--- config.mk ---
export PLATFORM = sky130hd
export DESIGN_NAME = key_debounce_edge
export DESIGN_NICKNAME = d
export VERILOG_FILES = /design/src/rtl/key_filter_pkg.sv /design/src/rtl/sync_2ff.sv /design/src/rtl/key_debounce_edge.sv
export SDC_FILE = /design/constraint.sdc
export NUM_CORES = 1
export LEC_CHECK = 0
export ABC_CLOCK_PERIOD_IN_PS = 2400
export CAP_MARGIN = 10
export CORE_AREA = 3 3 67 69
export CTS_BUF_LIST = sky130_fd_sc_hd__clkbuf_4
export CTS_CLUSTER_DIAMETER = 40
export CTS_CLUSTER_SIZE = 12
export DETAILED_ROUTE_END_ITERATION = 10
export DIE_AREA = 0 0 70 72
export PLACE_DENSITY = 0.51
export RECOVER_POWER = 25
export SLEW_MARGIN = 20
export SYNTH_ARGS = -nofsm -noshare
export SYNTH_HDL_FRONTEND = slang
export SYNTH_SLANG_ARGS = --single-unit
--- constraint.sdc ---
create_clock -name clk -period 2.4 [get_ports clk]
set_input_delay 0.48 -clock clk [delete_from_list [all_inputs] [get_ports clk]]
set_output_delay 0.48 -clock clk [all_outputs]
set_load 0.02 [all_outputs]
--- src/rtl/key_filter_pkg.sv ---
// Shared definitions for the key debounce filter: FSM states and default filter length.
package key_filter_pkg;

  localparam int DEBOUNCE_CYCLES_DEFAULT = 1_000_000;

  typedef enum logic [1:0] {
    IDLE_HIGH,
    FILTER_DOWN,
    HOLD_LOW,
    FILTER_UP
  } key_state_t;

endpackage

--- src/rtl/sync_2ff.sv ---
// Two-flop synchronizer for a single asynchronous bit; both stages reset to 1 (released key).
module sync_2ff (
  input  logic clk,
  input  logic rst,
  input  logic d,
  output logic q
);

  logic meta;

  always_ff @(posedge clk) begin
    if (rst) begin
      meta <= 1'b1;
      q    <= 1'b1;
    end else begin
      meta <= d;
      q    <= meta;
    end
  end

endmodule

--- src/rtl/key_debounce_edge.sv ---
// Debounces an active-low mechanical key and emits one-cycle press/release pulses
// once the synchronized level has been stable for DEBOUNCE_CYCLES samples.
module key_debounce_edge
  import key_filter_pkg::*;
#(
  parameter int DEBOUNCE_CYCLES = DEBOUNCE_CYCLES_DEFAULT
) (
  input  logic clk,
  input  logic rst,
  input  logic key_in,
  output logic pos_edge,
  output logic neg_edge,
  output logic key_level
);

  localparam int CW = $clog2(DEBOUNCE_CYCLES);
  localparam logic [CW-1:0] CNT_LAST = CW'(DEBOUNCE_CYCLES - 1);

  key_state_t    state, state_next;
  logic [CW-1:0] cnt, cnt_next;
  logic          key_sync;
  logic          pos_next, neg_next, level_next;

  sync_2ff u_sync (
    .clk (clk),
    .rst (rst),
    .d   (key_in),
    .q   (key_sync)
  );

  always_ff @(posedge clk) begin
    if (rst) begin
      state     <= IDLE_HIGH;
      cnt       <= '0;
      pos_edge  <= 1'b0;
      neg_edge  <= 1'b0;
      key_level <= 1'b1;
    end else begin
      state     <= state_next;
      cnt       <= cnt_next;
      pos_edge  <= pos_next;
      neg_edge  <= neg_next;
      key_level <= level_next;
    end
  end

  // Pulses and level are computed from the transition itself so they register on the same edge.
  always_comb begin
    state_next = state;
    cnt_next   = cnt;
    pos_next   = 1'b0;
    neg_next   = 1'b0;
    case (state)
      IDLE_HIGH: begin
        cnt_next = '0;
        if (!key_sync) state_next = FILTER_DOWN;
      end
      FILTER_DOWN: begin
        if (key_sync) begin
          state_next = IDLE_HIGH;
          cnt_next   = '0;
        end else if (cnt == CNT_LAST) begin
          state_next = HOLD_LOW;
          cnt_next   = '0;
          neg_next   = 1'b1;
        end else begin
          cnt_next = cnt + 1'b1;
        end
      end
      HOLD_LOW: begin
        cnt_next = '0;
        if (key_sync) state_next = FILTER_UP;
      end
      FILTER_UP: begin
        if (!key_sync) begin
          state_next = HOLD_LOW;
          cnt_next   = '0;
        end else if (cnt == CNT_LAST) begin
          state_next = IDLE_HIGH;
          cnt_next   = '0;
          pos_next   = 1'b1;
        end else begin
          cnt_next = cnt + 1'b1;
        end
      end
      default: begin
        state_next = IDLE_HIGH;
        cnt_next   = '0;
      end
    endcase
    level_next = (state_next == IDLE_HIGH) || (state_next == FILTER_DOWN);
  end

endmodule

==> qor.yml, run 1 <==
die_w_um: 70
final_common_cell: "dfxtp_1"
grt-busiest-layer: "met2"
holdPathStages: 1
cts_buffers: 3
grt_max_degree: 18
clock_path_buffers: 2
seqCellArea_um2: 541
io_buffers: 5
grt-ovfl-total: 0
drtIter0Drc: 25
ys_types: 32
syn-cell-area_mm2: 0.00117
fin_crit_ps: 2240
max-vdd-ir-drop_mv: 0.224
postSynthCellCount: 124
fillers: 423
swShare_pct: 20.0
p_clk_share_pct: 30.8
synthesis.nets: 128
vias: 901
rrSetupSlack_ps: 160
arrival_ps: 2460
post_drt_wl_per_cell_um: 11.7
setup_tns_ps: 0
hold_viol: 0
cp_data_required_time_ps: 2620
ant_nets: 0
final_max_slew_viol_count: 0
layout-drive-gt1-share_pct: 11.2
cts_tree: "built"
worst-setup-path-type: "flop to flop"
synth_area_leaders: "dfxtp_1 (46%), nor2_1 (6.4%), xnor2_1 (6.0%)"
reg2reg_to: "state[1]"
timing.fmax_mhz: 447
clock_latency_ps: 320
cts_root_buffer: "clkbuf_4"
maxCapViolations: 0
hp-start: "u_sync.meta"
clkTransAtPathRegs_ps: 140
grt_pass1_vias: 871
hp-class: "flop to flop"
track_usage_pct: 9.52
setup_violations: 0
nets: 139
status: "completed"
multi_input_area_um2: 618
coreArea_mm2: 0.00397
clock_skew_ps: 5.28
rr_startpoint: "cnt[0]"
relSlewSlack_pct: 64.4
die_area_mm2: 0.00504
use_met3_pct: 3.32
comb_power_share_pct: 1.2
wl_um: 2150
cts-htree-levels: 1
die_h_um: 72
areaGrowthSynthToFinish_pct: 13.7
ys_warn_count: 0
path_max_fanout: 5
io_pins: 6
p_leak_nw: 0.418
internal_power_mw: 0.531
min_to: "u_sync.q"
route.detailed.drc: 0
synth_seq_area_share_pct: 46.2
synth_area_per_cell_um2: 9.44
power_frac_seq_pct: 68.0
tightest_slew_ps: 530
fin_ws_ps: 165
ys_ff_latch: 27
clock-sinks: 27
period_share_pct: 93.1
start_util_pct: 29.5
rows: 23
crit_path_end_kind: "flop"
cts_setup_buffers: 0
yosysTopAreaCell: "dfxtp_1"
switchingPower_mw: 0.133
dpl.hpwl_um: 1570
grtUsageMet2_pct: 16.7
rsz0062_at_grt: "no"
antenna_found_initial: 0
via_per_inst: 4.90
power_density_mw_per_mm2: 499
final_cell_mix: "dfxtp_1 (27), nor2_1 (20), xnor2_1 (8)"
yosys.area.top_type_share_pct: 46.2
cp-start-kind: "flop"
grt_pass1_wl_um: 3980
reg2regPathDepth: 5
drt_pass1_iterations: 4
n_antenna_cell: 0
place_ws_ps: 170
routabilityCongestion: 0.754
use_met1_pct: 11.6
## through the flow
| stage | area, um^2 | power [mW] | std cells | util [%] | hold WS [ps] |
|---|---|---|---|---|---|
| finish | 1330 | 0.664 | 184 | 33.5 | 434 |
| global placement | 1290 | 0.469 | 180 | 32.6 | 398 |
| global route | 1330 | 0.700 | 184 | 33.5 | 454 |
| detailed placement | 1290 | 0.470 | 180 | 32.6 | 404 |
| CTS | 1320 | 0.679 | 184 | 33.3 | 440 |
| floorplan | 1170 | 0.464 | 124 | - | 389 |
## power by group through the flow
| stage | Sequential (mW) | Clock [mW] | Combinational [mW] |
|---|---|---|---|
| after global placement | 0.461 | 0 | 0.00813 |
| final | 0.452 | 0.205 | 0.00785 |
| after detailed placement | 0.461 | 0 | 0.00821 |
| after CTS | 0.452 | 0.219 | 0.00827 |
| after global routing | 0.452 | 0.239 | 0.00874 |
| after floorplan | 0.461 | 0 | 0.00309 |
## critical path: stages, from the launching register on
cell,delay (ps)
dfxtp_1,390
ha_1,280
inv_1,140
or4_4,600
or3_4,420
mux2_4,310
## sequential cells by signal, indices dropped and copies added (netlist names)
register     count
pos_edge         1
u_sync.meta      1
neg_edge         1
state            2
key_level        1
cnt             20
u_sync.q         1
## cells in the mapped netlist
cell      instances
and4_1            2
a21oi_1           2
mux2i_1           3
nand3b_1          1
and2b_2           1
a31oi_1           1
xor2_1            7
a211oi_1          2
or2_2             2
and2_1            1
nand4_2           1
inv_1             4
nand2_1           5
nor2_1           20
ha_1              1
or3_4             1
mux2_4            1
nor4_1            6
nand3_1           5
xnor2_1           8
dfxtp_1          27
or4_1             2
nor3_1            4
nand4_1           7
and2b_1           1
o221ai_1          1
buf_2             1
a21bo_2           1
o21ai_2           1
nor4b_1           3
or4_4             1
and3_1            1
## layout make-up
| type | count | share of cell area (%) |
|---|---|---|
| Multi-Input combinational cell | 92 | 46.4 |
| Sequential cell | 27 | 40.6 |
| Timing Repair Buffer | 7 | 4.89 |
| Tap cell | 50 | 4.70 |
| Clock buffer | 4 | 2.26 |
| Inverter | 4 | 1.13 |
## cells by family (layout without fill, tap and decap cells)
family / count (synthesis) / count (layout) / synth area share [%]
mux: 4 / 4 / 3.85
simple gates: 64 / 64 / 31.0
fa+ha+maj: 1 / 1 / 1.07
xor+xnor: 15 / 15 / 11.2
flops: 27 / 27 / 46.2
buf+inv: 5 / 15 / 1.71
compound gates: 8 / 8 / 5.02
## layer usage
metal / wire length (um) / share of wire (%) / vias to the layer above
met5: 0 / 0 / -
met4: 10 / 0.46 / 0
met3: 108 / 5.0 / 2
met2: 1050 / 49 / 19
met1: 982 / 46 / 413
li1: - / - / 467
## what timing repair did
| item | in CTS | in global routing |
|---|---|---|
| resized for setup | 0 | 1 |
| hold buffers | 0 | 0 |
| endpoints found under the setup margin | 0 | 16 |
## worst max path at each step
stage	start	slack, ps	cells past startpoint	end
floorplan	cnt[7]	310	4	state[1]
global placement	cnt[0]	220	5	state[1]
detailed placement	cnt[0]	170	5	cnt[4]
CTS	cnt[0]	140	5	cnt[4]
global route	cnt[0]	50	5	state[1]
finish	cnt[0]	160	5	state[1]
No activity file was read; power rests on OpenSTA's default activity.
==> run 2, diff against run 1 <==
ABC_CLOCK_PERIOD_IN_PS = 2300   (was 2400)
DONT_BUFFER_PORTS = 1   (was unset)
PLACE_DENSITY = 0.5   (was 0.51)
clock period = 2.3 ns   (was 2.4 ns; I/O delays follow)
==> run 2 against run 1 <==
  * Global-route usage fell by 0.39 points
  * Critical endpoint unchanged
  * Register-to-register slack lost 30 ps
  * Design area decreased by 3.2%
  * Sequential cell count unchanged
  * Clock power grew 4%
  * Fmax rose by 3.3%
  * Count of clock-buffer cells in the layout unchanged
  * Clock skew decreased by 0.60 ps
==> qor.yml, run 2 (same netlist as run 1, synthesis figures left out) <==
final_common_cell: "dfxtp_1"  # unchanged
layout-drive-gt1-share_pct: 13.0  # was 11.2%
final_core_utilization_pct: 32.5  # was 33.5%
clock-sinks: 27  # unchanged
start_util_pct: 29.5  # unchanged
crit_family: "simple AND/OR/NAND/NOR gates"  # unchanged
clock_path_buffers: 2  # unchanged
clock_latency_ps: 320  # about the same
cts_tree: "built"  # unchanged
reg2reg_to: "state[1]"  # unchanged
final_cell_mix: "dfxtp_1 (27), nor2_1 (20), xnor2_1 (8)"  # unchanged
route.detailed.drc: 0  # unchanged
hold_viol: 0  # unchanged
clock_skew_ps: 4.68  # was 5.28 ps
period_share_pct: 94.0  # was 93.1%
wl_um: 2140  # was 2150 um
rsz0062_at_grt: "no"  # unchanged
reg2regPathDepth: 4  # was 5
p_leak_nw: 0.403  # was 0.418 nW
grt-ovfl-total: 0  # unchanged
rr_startpoint: "cnt[7]"  # was cnt[0]
path_max_fanout: 5  # unchanged
arrival_ps: 2390  # was 2460 ps
die_area_mm2: 0.00504  # unchanged
ant_nets: 0  # unchanged
maxCapViolations: 0  # unchanged
setup_tns_ps: 0  # unchanged
power_density_mw_per_mm2: 535  # was 499 mW/mm^2
hp-class: "input pin to flop"  # was flop to flop
cp-start-kind: "flop"  # unchanged
path_cells: "or4_1 > or4_4 > or3_4 > mux2_4"  # was ha_1 > inv_1 > or4_4 > or3_4 > mux2_4
fillers: 418  # was 423
tightest_slew_ps: 445  # was 530 ps
holdPathStages: 1  # unchanged
via_per_inst: 4.92  # was 4.90
drt_pass1_iterations: 5  # was 4
cts_buffers: 3  # unchanged
seqCellArea_um2: 541  # unchanged
clkTransAtPathRegs_ps: 140  # about the same
cp_data_required_time_ps: 2530  # was 2620 ps
io_buffers: 0  # was 5
setup_violations: 0  # unchanged
ctsHoldBuffers: 0  # unchanged
largest_register_ffs: 20  # unchanged
nets: 136  # was 139
max-vdd-ir-drop_mv: 0.326  # was 0.224 mV
post_drt_wl_per_cell_um: 11.8  # was 11.7 um
die_w_um: 70  # unchanged
critPathSlowestCell: "or4_1"  # was or4_4
slowest_delay_ps: 520  # was 600 ps
timing.fmax_mhz: 462  # was 447 MHz
placed_area_mm2: 0.00126  # was 0.00129 mm^2
routabilityCongestion: 0.776  # was 0.754
fin_crit_ps: 2160  # was 2240 ps
areaGrowthSynthToFinish_pct: 10.0  # was 13.7%
grt_pass1_vias: 828  # was 871
crit_path_end: "state[1]"  # unchanged
track_usage_pct: 9.13  # was 9.52%
top_regs: "cnt: 20 flops, state: 2 flops"  # unchanged
cts-htree-levels: 1  # unchanged
rows: 23  # unchanged
drtIter0Drc: 36  # was 25
crit_buf_inv: 0  # was 1
crit_path_start: "cnt[7]"  # was cnt[0]
postLayoutCellArea_mm2: 0.00129  # was 0.00133 mm^2
antenna_found_initial: 0  # unchanged
worst-setup-path-type: "flop to flop"  # unchanged
cts_setup_buffers: 0  # unchanged
status: "completed"  # unchanged
relSlewSlack_pct: 70.1  # was 64.4%
grt_pass1_wl_um: 3860  # was 3980 um
crit_path_end_kind: "flop"  # unchanged
multi_input_area_um2: 611  # was 618 um^2
final_max_slew_viol_count: 0  # unchanged
vias: 890  # was 901
grt_max_degree: 18  # unchanged
coreArea_mm2: 0.00397  # unchanged
dpl.hpwl_um: 1570  # about the same
cts.repair.resized: 0  # unchanged
top_register: "cnt"  # unchanged
io_pins: 6  # unchanged
n_antenna_cell: 0  # unchanged
die_h_um: 72  # unchanged
cts_root_buffer: "clkbuf_4"  # unchanged
cp.depth: 4  # was 5
rrSetupSlack_ps: 140  # was 160 ps
## run 2: changes by cell type in the layout (fill, tap and decap cells not counted)
cell	previous run	this run
clkdlybuf4s50_1	1	0
buf_4	2	4
o21ai_4	1	0
o21ai_2	0	1
dlygate4sd3_1	4	0
## run 2: worst reg2reg max path, delay by kind of cell (launching register included)
| family | cells | cell delay [ps] |
|---|---|---|
| DFF | 1 | 370 |
| muxes | 1 | 310 |
| and+or+nand+nor | 3 | 1400 |
## run 2: how the worst min path moves through the flow
stage	from	to
detailed placement	u_sync.meta	u_sync.q
CTS	rst	state[0]
finish	rst	state[0]
floorplan	u_sync.meta	u_sync.q
global route	rst	state[0]
global placement	u_sync.meta	u_sync.q
## run 2: routing by layer
metal,track usage [%],routed length [um],up-vias
met5,0,0,-
met3,2.91,73,2
li1,-,-,466
met2,15.4,1000,14
met1,12.0,1060,408
met4,0.638,4,0
## run 2: power by group
part | total (mW) | switching [mW] | internal (mW)
Combinational | 0.00364 | 0.00152 | 0.00211
Sequential | 0.471 | 0.00131 | 0.470
Clock | 0.214 | 0.134 | 0.0796
## run 2: through the flow
step           instances  total power [mW]  setup slack, ps  hold WS, ps
4_1_cts              181             0.698              120          182
6_report             181             0.689              137          188
3_5_place_dp         177             0.485              144          396
2_1_floorplan        124             0.484              207          389
5_1_grt              181             0.714             36.6          167
3_3_place_gp         177             0.485              166          397
## run 2: cell type report
cell class / instances / area share [%]
clock buffers: 4 / 2.33
inverters: 4 / 1.17
flip-flops and latches: 27 / 41.9
repair buffers: 4 / 2.33
multi-input cells: 92 / 47.4
well taps: 50 / 4.85
==> run 3, diff against run 2 <==
CORE_AREA = 2 2 66 68   (was 3 3 67 69)
DIE_AREA = 0 0 68 70   (was 0 0 70 72)
==> run 3 against run 2 <==
  * Sequential power hardly changed
  * Clock skew is 1.9 ps higher
  * Register-to-register slack hardly changed
  * Critical endpoint unchanged
  * Highest routed layer unchanged
==> qor.yml, run 3 (same netlist as run 1, synthesis figures left out) <==
final_core_utilization_pct: 31.1  # was 32.5%
period_share_pct: 94.6  # was 94.0%
comb_power_share_pct: 0.5  # about the same
final_cell_mix: "dfxtp_1 (27), nor2_1 (20), xnor2_1 (8)"  # unchanged
cts_setup_buffers: 0  # unchanged
p_leak_nw: 0.398  # was 0.403 nW
fillers: 439  # was 418
top_register: "cnt"  # unchanged
max-vdd-ir-drop_mv: 0.240  # was 0.326 mV
grt_max_degree: 18  # unchanged
slowest_delay_ps: 530  # was 520 ps
critPathSlowestCell: "or4_1"  # unchanged
power_density_mw_per_mm2: 537  # was 535 mW/mm^2
worst-setup-path-type: "flop to flop"  # unchanged
rows: 24  # was 23
top_regs: "cnt: 20 flops, state: 2 flops"  # unchanged
fin_crit_ps: 2170  # was 2160 ps
setup_violations: 0  # unchanged
largest_register_ffs: 20  # unchanged
hold_viol: 0  # unchanged
grt_pass1_vias: 863  # was 828
routabilityCongestion: 0.742  # was 0.776
setup_tns_ps: 0  # unchanged
nets: 136  # unchanged
antenna_found_initial: 0  # unchanged
whs_ps: 182  # was 188 ps
clock_path_buffers: 2  # unchanged
vias: 885  # was 890
areaGrowthSynthToFinish_pct: 9.94  # was 10.0%
grt_pass1_wl_um: 3950  # was 3860 um
cp-start-kind: "flop"  # unchanged
layout-drive-gt1-share_pct: 12.2  # was 13.0%
die_h_um: 70  # was 72 um
cts_root_buffer: "clkbuf_4"  # unchanged
route.detailed.drc: 0  # unchanged
status: "completed"  # unchanged
cp_data_required_time_ps: 2540  # was 2530 ps
post_drt_wl_per_cell_um: 11.8  # about the same
dpl.hpwl_um: 1560  # was 1570 um
clkTransAtPathRegs_ps: 140  # about the same
path_max_fanout: 5  # unchanged
final_max_slew_viol_count: 0  # unchanged
crit_buf_inv: 0  # unchanged
clock_latency_ps: 330  # was 320 ps
tightest_slew_ps: 524  # was 445 ps
n_antenna_cell: 0  # unchanged
cts_tree: "built"  # unchanged
switchingPower_mw: 0.140  # was 0.137 mW
timing.fmax_mhz: 460  # was 462 MHz
clock_skew_ps: 6.57  # was 4.68 ps
p_clk_share_pct: 31.3  # was 31.1%
relSlewSlack_pct: 64.8  # was 70.1%
crit_path_end_kind: "flop"  # unchanged
rrSetupSlack_ps: 130  # was 140 ps
io_buffers: 0  # unchanged
arrival_ps: 2410  # was 2390 ps
path_cells: "or4_1 > or4_4 > or3_4 > mux2_4"  # unchanged
maxCapViolations: 0  # unchanged
coreArea_mm2: 0.00414  # was 0.00397 mm^2
ant_nets: 0  # unchanged
rsz0062_at_grt: "no"  # unchanged
via_per_inst: 4.84  # was 4.92
die_area_mm2: 0.00476  # was 0.00504 mm^2
cts.repair.resized: 0  # unchanged
swShare_pct: 20.2  # was 19.9%
io_pins: 6  # unchanged
internal_power_mw: 0.552  # about the same
power_frac_seq_pct: 68.1  # was 68.4%
crit_family: "simple AND/OR/NAND/NOR gates"  # unchanged
drtIter0Drc: 42  # was 36
ctsHoldBuffers: 0  # unchanged
die_w_um: 68  # was 70 um
start_util_pct: 28.3  # was 29.5%
hp-class: "input pin to flop"  # unchanged
wl_um: 2160  # was 2140 um
cts-htree-levels: 1  # unchanged
cts_buffers: 3  # unchanged
grt-ovfl-total: 0  # unchanged
final_common_cell: "dfxtp_1"  # unchanged
clock-sinks: 27  # unchanged
drt_pass1_iterations: 4  # was 5
track_usage_pct: 10.8  # was 9.13%
run 3: cell types whose count changed in the layout (fill, tap and decap cells not counted):
cell      change
buf_4         -1
clkbuf_1      +1
run 3: layout make-up:
| cell class | count | area (um^2) | share of cell area (%) |
|---|---|---|---|
| well taps | 52 | 65.1 | 5.05 |
| multi-input cells | 92 | 611 | 47.4 |
| flip-flops and latches | 27 | 541 | 42.0 |
| inverters | 4 | 15.0 | 1.17 |
| clock buffers | 4 | 30.0 | 2.33 |
| repair buffers | 4 | 26.3 | 2.04 |
run 3: metrics by stage:
| stage | cells | total power, mW | instance area [um^2] | setup slack [ps] |
|---|---|---|---|---|
| after floorplan | 124 | 0.484 | 1170 | 207 |
| after global placement | 179 | 0.485 | 1260 | 163 |
| after detailed placement | 179 | 0.485 | 1260 | 146 |
| after CTS | 183 | 0.707 | 1290 | 123 |
| after global routing | 183 | 0.726 | 1290 | 80.6 |
| final | 183 | 0.692 | 1290 | 125 |
run 3: path summary, 6_finish.rpt:
check	endpoint	cells after the start	startpoint
worst min register to register	u_sync.q	1	u_sync.meta
worst min-delay path	state[0]	1	rst
worst max-delay path	state[1]	4	cnt[7]
worst max register to register	state[1]	4	cnt[7]
run 3: worst reg2reg max path: cells and delay by family, from the launching register on:
kind,cells,cell delay [ps]
multiplexers,1,310
flip-flops,1,380
AND/OR/NAND/NOR,3,1410
run 3: layer usage:
layer	vias to the layer above	global-route usage (%)	share of wire, %
met2	10	16.9	49
met1	415	13.7	46
met5	-	0	0
met3	2	4.03	3.8
li1	458	-	-
met4	0	2.67	0.65
run 3: power by group through the flow:
stage | Sequential [mW] | Combinational [mW] | Clock (mW)
floorplan | 0.481 | 0.00323 | 0
global placement | 0.481 | 0.00368 | 0
detailed placement | 0.481 | 0.00375 | 0
CTS | 0.471 | 0.00380 | 0.232
global route | 0.472 | 0.00435 | 0.250
finish | 0.471 | 0.00372 | 0.217
